$ cat src/rtl/add_share_arbiter_pkg.sv
`default_nettype none
// ============================================================================
// Module      : addshare_pkg
// Description : Shared widths, operand/sum types and the output-slot state
//               encoding for the add_share_arbiter block.
// Revision    : 1.0 - initial release
// ============================================================================
package addshare_pkg;

    localparam int DATA_W = 8;
    localparam int SUM_W  = 9;
    localparam int CNT_W  = 16;

    typedef logic [DATA_W-1:0] operand_t;
    typedef logic [SUM_W-1:0]  sum_t;

    // Result register occupancy: EMPTY holds nothing, FULL holds a result.
    typedef enum logic {
        EMPTY = 1'b0,
        FULL  = 1'b1
    } out_state_t;

endpackage : addshare_pkg
`default_nettype wire

$ cat src/rtl/add_share_arbiter_if.sv
`default_nettype none
// ============================================================================
// Module      : add_share_arbiter_if
// Description : Request-side valid/ready bundle and result-side bus of the
//               shared adder. The master drives requests and consumes results.
// Revision    : 1.0 - initial release
// ============================================================================
interface add_share_arbiter_if #(
    parameter int N_REQ = 4
);
    import addshare_pkg::*;

    localparam int ID_W = (N_REQ > 1) ? $clog2(N_REQ) : 1;

    logic [N_REQ-1:0]     req_valid;
    logic [N_REQ-1:0]     req_ready;
    operand_t [N_REQ-1:0] req_x;
    operand_t [N_REQ-1:0] req_y;
    logic                 res_valid;
    logic                 res_ready;
    sum_t                 res_sum;
    logic [ID_W-1:0]      res_id;

    modport master (
        output req_valid, req_x, req_y, res_ready,
        input  req_ready, res_valid, res_sum, res_id
    );

    modport slave (
        input  req_valid, req_x, req_y, res_ready,
        output req_ready, res_valid, res_sum, res_id
    );

endinterface : add_share_arbiter_if
`default_nettype wire

$ cat src/rtl/add_share_arbiter_rr_arbiter.sv
`default_nettype none
// ============================================================================
// Module      : rr_arbiter
// Description : Round-robin arbiter. Grants the first requester at or after
//               the pointer (wrapping), only while enabled; the pointer moves
//               to one past the winner when a handshake completes.
// Revision    : 1.0 - initial release
// ============================================================================
module rr_arbiter #(
    parameter int N_REQ = 4
) (
    input  wire                                          clk,
    input  wire                                          rst_n,
    input  wire  [N_REQ-1:0]                             i_req,
    input  wire                                          i_enable,
    input  wire                                          i_advance,
    output logic [N_REQ-1:0]                             o_grant,
    output logic [((N_REQ > 1) ? $clog2(N_REQ) : 1)-1:0] o_grant_idx
);

    localparam int ID_W = (N_REQ > 1) ? $clog2(N_REQ) : 1;

    logic [ID_W-1:0] r_ptr;
    logic [ID_W:0]   w_wide;
    logic [ID_W-1:0] w_idx;
    logic            w_found;

    // Scan from the pointer upward with wrap; the first valid requester wins.
    always_comb begin
        o_grant     = '0;
        o_grant_idx = '0;
        w_found     = 1'b0;
        w_wide      = '0;
        w_idx       = '0;
        for (int k = 0; k < N_REQ; k++) begin
            w_wide = {1'b0, r_ptr} + (ID_W+1)'(k);
            if (w_wide >= (ID_W+1)'(N_REQ)) begin
                w_wide = w_wide - (ID_W+1)'(N_REQ);
            end
            w_idx = w_wide[ID_W-1:0];
            if (!w_found && i_enable && i_req[w_idx]) begin
                o_grant[w_idx] = 1'b1;
                o_grant_idx    = w_idx;
                w_found        = 1'b1;
            end
        end
    end

    // Pointer advances past the winner only on an accepted request.
    always_ff @(posedge clk or negedge rst_n) begin
        if (!rst_n) begin
            r_ptr <= '0;
        end else if (i_advance) begin
            r_ptr <= (o_grant_idx == ID_W'(N_REQ-1)) ? '0 : o_grant_idx + 1'b1;
        end
    end

endmodule : rr_arbiter
`default_nettype wire

$ cat src/rtl/adder89.sv
`default_nettype none
// ============================================================================
// Module      : adder89
// Description : 8-bit + 8-bit unsigned adder with 9-bit {carry, sum} result.
// Revision    : 1.0 - initial release
// ============================================================================
module adder89
    import addshare_pkg::*;
(
    input  operand_t i_a,
    input  operand_t i_b,
    output sum_t     o_sum
);

    // Zero-extend both operands so the carry lands in the MSB.
    assign o_sum = {1'b0, i_a} + {1'b0, i_b};

endmodule : adder89
`default_nettype wire

$ cat src/rtl/add_share_arbiter.sv
`default_nettype none
// ============================================================================
// Module      : add_share_arbiter
// Description : One adder89 shared by N_REQ requesters through a round-robin
//               arbiter; one registered, id-tagged result slot that can be
//               refilled every cycle the sink is ready.
//               Optional feature macro: ADDSHARE_GRANT_CNT_EN enables the
//               16-bit accepted-request counter on grant_cnt.
// Revision    : 1.0 - initial release
// ============================================================================
module add_share_arbiter
    import addshare_pkg::*;
#(
    parameter int N_REQ = 4
) (
    input  wire               clk,
    input  wire               rst_n,
    add_share_arbiter_if.slave bus,
    output logic [CNT_W-1:0]  grant_cnt
);

    localparam int ID_W = (N_REQ > 1) ? $clog2(N_REQ) : 1;

    out_state_t      r_state;
    out_state_t      w_state_nxt;
    logic            w_slot_free;
    logic            w_hs;
    logic [N_REQ-1:0] w_grant;
    logic [ID_W-1:0] w_grant_idx;
    operand_t        w_x;
    operand_t        w_y;
    sum_t            w_sum;
    sum_t            r_sum;
    logic [ID_W-1:0] r_id;

    rr_arbiter #(
        .N_REQ (N_REQ)
    ) u_arb (
        .clk         (clk),
        .rst_n       (rst_n),
        .i_req       (bus.req_valid),
        .i_enable    (w_slot_free),
        .i_advance   (w_hs),
        .o_grant     (w_grant),
        .o_grant_idx (w_grant_idx)
    );

    // No grant is offered while reset is asserted.
    assign bus.req_ready = w_grant & {N_REQ{rst_n}};
    assign w_hs          = |(bus.req_valid & bus.req_ready);

    // Operand mux selects the granted requester for the single adder.
    assign w_x = bus.req_x[w_grant_idx];
    assign w_y = bus.req_y[w_grant_idx];

    adder89 u_add (
        .i_a   (w_x),
        .i_b   (w_y),
        .o_sum (w_sum)
    );

    // Output slot state register.
    always_ff @(posedge clk or negedge rst_n) begin
        if (!rst_n) begin
            r_state <= EMPTY;
        end else begin
            r_state <= w_state_nxt;
        end
    end

    // A new acceptance always fills the slot; otherwise it drains when read.
    always_comb begin
        w_state_nxt = r_state;
        if (w_hs) begin
            w_state_nxt = FULL;
        end else if (r_state == FULL && !bus.res_ready) begin
            w_state_nxt = FULL;
        end else begin
            w_state_nxt = EMPTY;
        end
    end

    // Slot is free when empty or being read this cycle.
    always_comb begin
        bus.res_valid = (r_state == FULL);
        w_slot_free   = (r_state == EMPTY) | bus.res_ready;
    end

    // Result register captures sum and id only on acceptance; holds otherwise.
    always_ff @(posedge clk or negedge rst_n) begin
        if (!rst_n) begin
            r_sum <= '0;
            r_id  <= '0;
        end else if (w_hs) begin
            r_sum <= w_sum;
            r_id  <= w_grant_idx;
        end
    end

    assign bus.res_sum = r_sum;
    assign bus.res_id  = r_id;

`ifdef ADDSHARE_GRANT_CNT_EN
    logic [CNT_W-1:0] r_grant_cnt;

    // Free-running count of accepted requests, wraps naturally.
    always_ff @(posedge clk or negedge rst_n) begin
        if (!rst_n) begin
            r_grant_cnt <= '0;
        end else if (w_hs) begin
            r_grant_cnt <= r_grant_cnt + 1'b1;
        end
    end

    assign grant_cnt = r_grant_cnt;
`else
    assign grant_cnt = '0;
`endif

endmodule : add_share_arbiter
`default_nettype wire
$ cat src/flat_wrapper.sv
// flat-port wrapper written by rule: the top's interface ports become plain ports
module add_share_arbiter_flat import addshare_pkg::*;
#(
    parameter int N_REQ = 4
)
  (clk, rst_n, grant_cnt, bus_req_valid, bus_req_x, bus_req_y, bus_res_ready, bus_req_ready, bus_res_valid, bus_res_sum, bus_res_id);
  add_share_arbiter_if #(.N_REQ(N_REQ)) bus_i ();
  input  wire clk;
  input  wire rst_n;
  output logic [CNT_W-1:0] grant_cnt;
  input wire logic [$bits(bus_i.req_valid)-1:0] bus_req_valid;
  input wire logic [$bits(bus_i.req_x)-1:0] bus_req_x;
  input wire logic [$bits(bus_i.req_y)-1:0] bus_req_y;
  input wire logic [$bits(bus_i.res_ready)-1:0] bus_res_ready;
  output wire logic [$bits(bus_i.req_ready)-1:0] bus_req_ready;
  output wire logic [$bits(bus_i.res_valid)-1:0] bus_res_valid;
  output wire logic [$bits(bus_i.res_sum)-1:0] bus_res_sum;
  output wire logic [$bits(bus_i.res_id)-1:0] bus_res_id;
  assign bus_i.req_valid = bus_req_valid;
  assign bus_i.req_x = bus_req_x;
  assign bus_i.req_y = bus_req_y;
  assign bus_i.res_ready = bus_res_ready;
  assign bus_req_ready = bus_i.req_ready;
  assign bus_res_valid = bus_i.res_valid;
  assign bus_res_sum = bus_i.res_sum;
  assign bus_res_id = bus_i.res_id;
  add_share_arbiter #(.N_REQ(N_REQ)) u_core (.clk(clk), .rst_n(rst_n), .bus(bus_i), .grant_cnt(grant_cnt));
endmodule
$ cat config.mk
export PLATFORM = sky130hd
export DESIGN_NAME = add_share_arbiter_flat
export DESIGN_NICKNAME = d
export VERILOG_FILES = /design/src/rtl/add_share_arbiter_pkg.sv /design/src/rtl/add_share_arbiter_if.sv /design/src/rtl/add_share_arbiter_rr_arbiter.sv /design/src/rtl/adder89.sv /design/src/rtl/add_share_arbiter.sv /design/src/flat_wrapper.sv
export SDC_FILE = /design/constraint.sdc
export NUM_CORES = 1
export LEC_CHECK = 0
export CORE_MARGIN = 1
export CORE_UTILIZATION = 44
export DETAILED_ROUTE_END_ITERATION = 10
export GPL_ROUTABILITY_DRIVEN = 0
export PLACE_DENSITY = 0.87
export SETUP_SLACK_MARGIN = 0.05
export SLEW_MARGIN = 10
export SYNTH_ARGS = -nofsm -noshare
export SYNTH_HDL_FRONTEND = slang
export SYNTH_HIERARCHICAL = 1
export SYNTH_SLANG_ARGS = --single-unit
$ cat constraint.sdc
create_clock -name clk -period 10.1 [get_ports clk]
set_clock_uncertainty 0.05 [all_clocks]
set_input_delay 1.01 -clock clk [delete_from_list [all_inputs] [get_ports clk]]
set_output_delay 1.01 -clock clk [all_outputs]
set_load 0.005 [all_outputs]
# [After elaboration in Yosys (flattened, before gate mapping)]
# Cells that the tools add are included.
[word_totals] regBits=14 input_bits=71 out_inout_bits=32 wordCells=89
[classes] n_addsub=9 n_lt_le_gt_ge=13 n_eq_ne=1 n_mux=38 bitwise_logic=7 n_reduce_logical=17
[ops] operator="$bmux W8 S2" n=2
[ops] operator="$mux W2" n=9
[ops] operator="$mux W4" n=4
[ops] operator="$mux W8" n=2
[ops] operator="$lt A2 B3 Y1 const B" n=5
[ops] operator="$mux W1" n=13
[ops] operator="$logic_and A1 B1 Y1" n=12
[ops] operator="$or A4 B4 Y4" n=3
[ops] operator="$add A8 B8 Y9" n=1
[ops] operator="$ge A3 B3 Y1 const B" n=3
[ops] operator="$and A4 B4 Y4" n=2
[ops] operator="$bmux W1 S2" n=4
[ops] operator="$demux W1 S2" n=4
[ops] operator="$ge A2 B1 Y1 const B" n=4
[ops] operator="$sub A2 B1 Y2 const B" n=4
[ops] operator="$add A2 B2 Y3 const B" n=2
[ops] operator="$logic_not A1 Y1" n=4
[ops] operator="$reduce_or A4 Y1" n=1
[ops] operator="$add A2 B1 Y3 const B" n=1
[ops] operator="$ge A2 B3 Y1 const B" n=1
[ops] operator="$add A2 B1 Y2 const B" n=1
[ops] operator="$eq A2 B2 Y1 const B" n=1
[ops] operator="$not A1 Y1" n=1
[ops] operator="$or A1 B1 Y1" n=1

# [Longest topological paths before layout]
[depth] word_depth=22 ltp_mapped=18 ltp_nobuf=14

# [Modules after synthesis]
# Netlist, hierarchy kept.
[modules_own_cells] mod="add_share_arbiter" n_inst=1 cells_per_inst=70 area_each_um2=1041.0 seq_area_each_um2=300.3
[modules_own_cells] mod="rr_arbiter" n_inst=1 cells_per_inst=78 area_each_um2=656.9 seq_area_each_um2=50.0
[modules_own_cells] mod="adder89" n_inst=1 cells_per_inst=42 area_each_um2=324.1 seq_area_each_um2=0.0

# [Worst setup path before layout]
# No wires, ideal clock.
[synth_path] path_type="input to register" start="in bus_req_valid[0]" end="reg u_core.r_sum[8], in the netlist u_core/bus.res_sum[8]" setup_ns=0.125 arrival_time_ns=4.288 required_ns=9.925 setup_slack_ns=5.637 stages=15 n_path_buf=3 cell_sequence="buf_6 > mux4_2 > nor2b_1 > nor2_2 > o22ai_4 > buf_4 > buf_4 > mux4_2 > ha_1 > fa_1 > a21oi_1 > nor2_1 > nor2_1 > o21ai_0 > mux2_4"
[synth_via] elab_chain_len=19 elab_cells_between_ends=40 classes_between="add/sub (1); mux (23); bitwise (5); reduce/logical (11)"
[synth_lines] item="start: declaration" line="flat_wrapper.sv:11" rtl="input wire logic [$bits(bus_i.req_valid)-1:0] bus_req_valid;"
[synth_lines] item="$bmux W1 S2" line="add_share_arbiter_rr_arbiter.sv:41" rtl="if (!w_found && i_enable && i_req[w_idx]) begin"
[synth_lines] item="$mux W1 (not written as such)" line="add_share_arbiter_rr_arbiter.sv:41"
[synth_lines] item="$logic_and A1 B1 Y1" line="add_share_arbiter_rr_arbiter.sv:41"
[synth_lines] item="$mux W1" line="add_share_arbiter_rr_arbiter.sv:41"
[synth_lines] item="$logic_not A1 Y1" line="add_share_arbiter_rr_arbiter.sv:41"
[synth_lines] item="$logic_and A1 B1 Y1 (2 in a row)" line="add_share_arbiter_rr_arbiter.sv:41"
[synth_lines] item="$mux W1" line="add_share_arbiter_rr_arbiter.sv:41"
[synth_lines] item="$logic_not A1 Y1" line="add_share_arbiter_rr_arbiter.sv:41"
[synth_lines] item="[4 not listed]"
[synth_lines] item="$logic_and A1 B1 Y1 (2 in a row)" line="add_share_arbiter_rr_arbiter.sv:41"
[synth_lines] item="$mux W2 *" line="add_share_arbiter_rr_arbiter.sv:41"
[synth_lines] item="named net u_core.w_grant_idx[0]" line="add_share_arbiter.sv:29" rtl="logic [ID_W-1:0] w_grant_idx;"
[synth_lines] item="$bmux W8 S2 *" line="add_share_arbiter.sv:54" rtl="assign w_y = bus.req_y[w_grant_idx];"
[synth_lines] item="$mux W8 (not written as such) *" line="add_share_arbiter.sv:54"
[synth_lines] item="named net u_core.w_y[0]" line="add_share_arbiter.sv:31" rtl="operand_t w_y;"
[synth_lines] item="$add A8 B8 Y9 *" line="adder89.sv:16" rtl="assign o_sum = {1'b0, i_a} + {1'b0, i_b};"
[synth_lines] item="named net u_core.w_sum[8]" line="add_share_arbiter.sv:32" rtl="sum_t w_sum;"
[synth_lines] item="end signal: assignment" line="add_share_arbiter.sv:95" rtl="r_sum <= w_sum;"
[synth_lines] item="end: declaration" line="add_share_arbiter.sv:33" rtl="sum_t r_sum;"
# Mark *: on every way through the listed nets, which the timed path passes. The rest lies on a longest branch. The select of a mux whose other input is x is not followed.
# A chain may end at the register's enable or synchronous reset.

==> summary.md <==
| Metric | Value |
|---|---|
| Status | `completed` |
| Final ANT Viol Nets | `0` |
| # hold bufs at CTS | `0` |
| Startpoint types | `flop` |
| Most frequent cells in the layout | `clkdlybuf4s50_1, mux4_2, conb_1, ha_1, dfrtp_1` |
| Site Rows | `24` |
| Yosys warns | `6` |
| CP arrival | `5.42 ns` |
| Area Overhead vs Synth | `42.8%` |
| CTS Buffer Depth | `2` |
| CTS sink count | `14` |
| Initial antenna violation count | `0` |
| Worst Hold Class | `flop to flop` |
| Seq/Total Area, Yosys | `17.3%` |
| Syn_area_per_cell | `10.6 µm²` |
| # setup viols final | `0` |
| DRC | `0` |
| Routed len/inst | `16.8 µm` |
| Fraction of layout cells with a size suffix above 1 | `15.5%` |
| CTS-repair resized insts | `0` |
| Die Span Y | `69.8 µm` |
| Peak supply drop | `206 µV` |
| Clock Tree Root | `clkbuf_8` |
| Largest net degree at the start of global routing | `20` |
| I/O pins | `103` |
| Setup slack after layout | `4.76 ns` |
| Final net count | `360` |
| Setup TNS | `0 ns` |
| Max frequency | `187 MHz` |
| Pwr Density | `418 nW/µm²` |
| Slew headroom | `43.2%` |
| Synthesized instance count | `190` |
| Core Area | `4380 µm²` |
| Final HPWL DP | `4.46 mm` |
| Post-route clock period utilization | `52.9%` |
| MaxCap Viol Count | `0` |
| Starting Density | `46.1%` |
| Total grt overflow | `0` |
| #FFs+latches synth | `14` |
| Pre-antenna DRT Iters | `4` |
| Hold Fails Final Rpt | `0` |
| WP data required | `10.18 ns` |
| Vias in the first global route | `1820` |
| H-tree levels | `1` |
| Synthesized cell area | `2020 µm²` |
| Slew @ Worst Pin | `0.850 ns` |
| CTS Buf Count | `3` |
| Total GRT Usage | `21.8%` |
| Post-CTS Setup Bufs | `0` |
| Max-slew violation count | `0` |
| Place WS | `4.65 ns` |
| Routed vias | `1853` |
| Leakage | `1.21 nW` |
| Crit Path Category | `flop to flop` |
| Die ar. | `4870 µm²` |
| First-pass GRT wire length | `8.44 mm` |
| Synth cell types | `49` |
| Antenna cell count | `0` |
| Commonest non-fill, non-tap cell in the layout | `clkdlybuf4s50_1` |
| Reg clk slew, reported paths | `0.06 ns` |
| Worst setup EP type | `flop` |
| CTS tree | `done` |
| Total wire length | `5.42 mm` |
| Avg Vias per Cell | `5.74` |
| Clock Latency Late Sink | `0.24 ns` |
| RSZ-0062 raised after global routing | `false` |
| DRT iter0 DRCs | `118` |
| Die Wd | `69.8 µm` |
| Min Clock Period, post-route | `5.34 ns` |
| Port Buffers | `86` |
| Crit path max fanout | `18` |
[Yosys cell counts (all sizes together)]
| master | count | share of area (%) |
|---|---|---|
| buf | 22 | 8.1 |
| mux4 | 18 | 20 |
| ha | 16 | 9.9 |
| dfrtp | 14 | 17 |
| nand2 | 13 | 2.4 |
| mux2 | 11 | 7.8 |
| nor2 | 9 | 1.8 |
| inv | 8 | 1.6 |
| a21oi | 7 | 1.7 |
| mux2i | 7 | 3.8 |
| a22o | 6 | 2.6 |
| nand2b | 5 | 1.5 |
| nor2b | 5 | 1.5 |
| a22oi | 4 | 1.5 |
| and2 | 4 | 1.2 |
| a21o | 3 | 1.1 |
| nor3 | 3 | 0.74 |
| o21ai | 3 | 1.3 |
| xnor2 | 3 | 1.3 |
| a311o | 2 | 0.99 |
| clkbuf | 2 | 0.37 |
| nand3 | 2 | 0.50 |
| nor4 | 2 | 0.62 |
| o32a | 2 | 0.99 |
| or3 | 2 | 0.62 |
| xor2 | 2 | 0.87 |
| a2111oi | 1 | 0.43 |
| a211oi | 1 | 0.37 |
| a221oi | 1 | 0.43 |
| a31oi | 1 | 0.31 |
| a32o | 1 | 0.56 |
| and3 | 1 | 0.31 |
| conb | 1 | 0.19 |
| fa | 1 | 0.99 |
| nand3b | 1 | 0.37 |
| nor3b | 1 | 0.93 |
| o211a | 1 | 0.50 |
| o21bai | 1 | 0.37 |
| o22ai | 1 | 0.99 |
| o32ai | 1 | 0.43 |
| o41ai | 1 | 0.43 |
[state kept, by name (all words and copies together) (netlist names), named ones only]
register              count
u_core/u_arb/r_ptr        1
u_core/bus.res_valid      1
u_core/bus.res_id         2
u_core/bus.res_sum        9
[critical path: stages, from the launching register on]
cell and delay [ns]:
dfrtp_1 0.75, inv_1 0.28, ha_1 0.61, mux4_2 0.45
nor2b_1 0.21, nor2_2 0.08, o22ai_4 0.66, mux4_2 0.60
ha_1 0.24, fa_1 0.40, a21oi_1 0.23, nor2_1 0.06
nor2_1 0.17, o21ai_0 0.14, mux2_4 0.27
[stage by stage]
step                      hold WS (ns)  cells  cell area (µm²)  utilization [%]  total power [mW]
after floorplan                  0.445    205             2080                -             0.895
after global placement           0.447    319             2830             64.6              1.09
after detailed placement         0.445    319             2830             64.6              1.13
after CTS                        0.468    323             2890             65.9              1.19
after global routing             0.477    323             2890             65.9              1.29
final                            0.460    323             2890             65.9              1.21
[cells by family (layout without fill, tap and decap cells)]
group           Yosys count  count (layout)  share of synthesized area (%)
fa+ha+maj                17              17                           10.9
xor+xnor                  5               5                           2.17
compound gates           37              37                           15.0
other cells               1              16                          0.185
simple gates             48              48                           12.6
flops                    14              14                           17.3
mux                      36              36                           31.7
buf+inv                  32              98                           10.1
[final timing paths]
kind | start | to | slack [ns] | cells after the start
setup / recovery | flop | u_core/bus.res_sum[8] | 4.76 | 14
hold / removal | u_core/bus.res_sum[1] | u_core/bus.res_sum[1] | 0.46 | 1
setup reg to reg | flop | u_core/bus.res_sum[8] | 4.76 | 14
hold reg to reg | u_core/bus.res_sum[1] | u_core/bus.res_sum[1] | 0.46 | 1
max in group asynchronous | rst_n | u_core/bus.res_sum[2] | 8.27 | 1
min in group asynchronous | rst_n | u_core/bus.res_sum[7] | 1.20 | 1
[layout make-up]
class	count	area, µm²
clock buffers	4	55.1
fillers	364	1500
multi-input cells	159	1520
inverters	8	32.5
flip-flops and latches	14	350
repair buffers	86	861
well taps	52	65.1
[power by group]
part	switching [mW]	total, mW	internal, mW
clock	0.0194	0.0539	0.0345
sequential	0.0327	0.121	0.0881
combinational	0.505	1.03	0.526
total	0.557	1.21	0.649
[metal layers]
metal,global-route usage [%],share of wire (%),up-vias
met3,3.34,7.2,8
met5,0,0,-
met1,26.7,37,888
li1,-,-,854
met2,39.0,54,103
met4,6.89,1.9,0
Power figures use the tool's default switching activity.
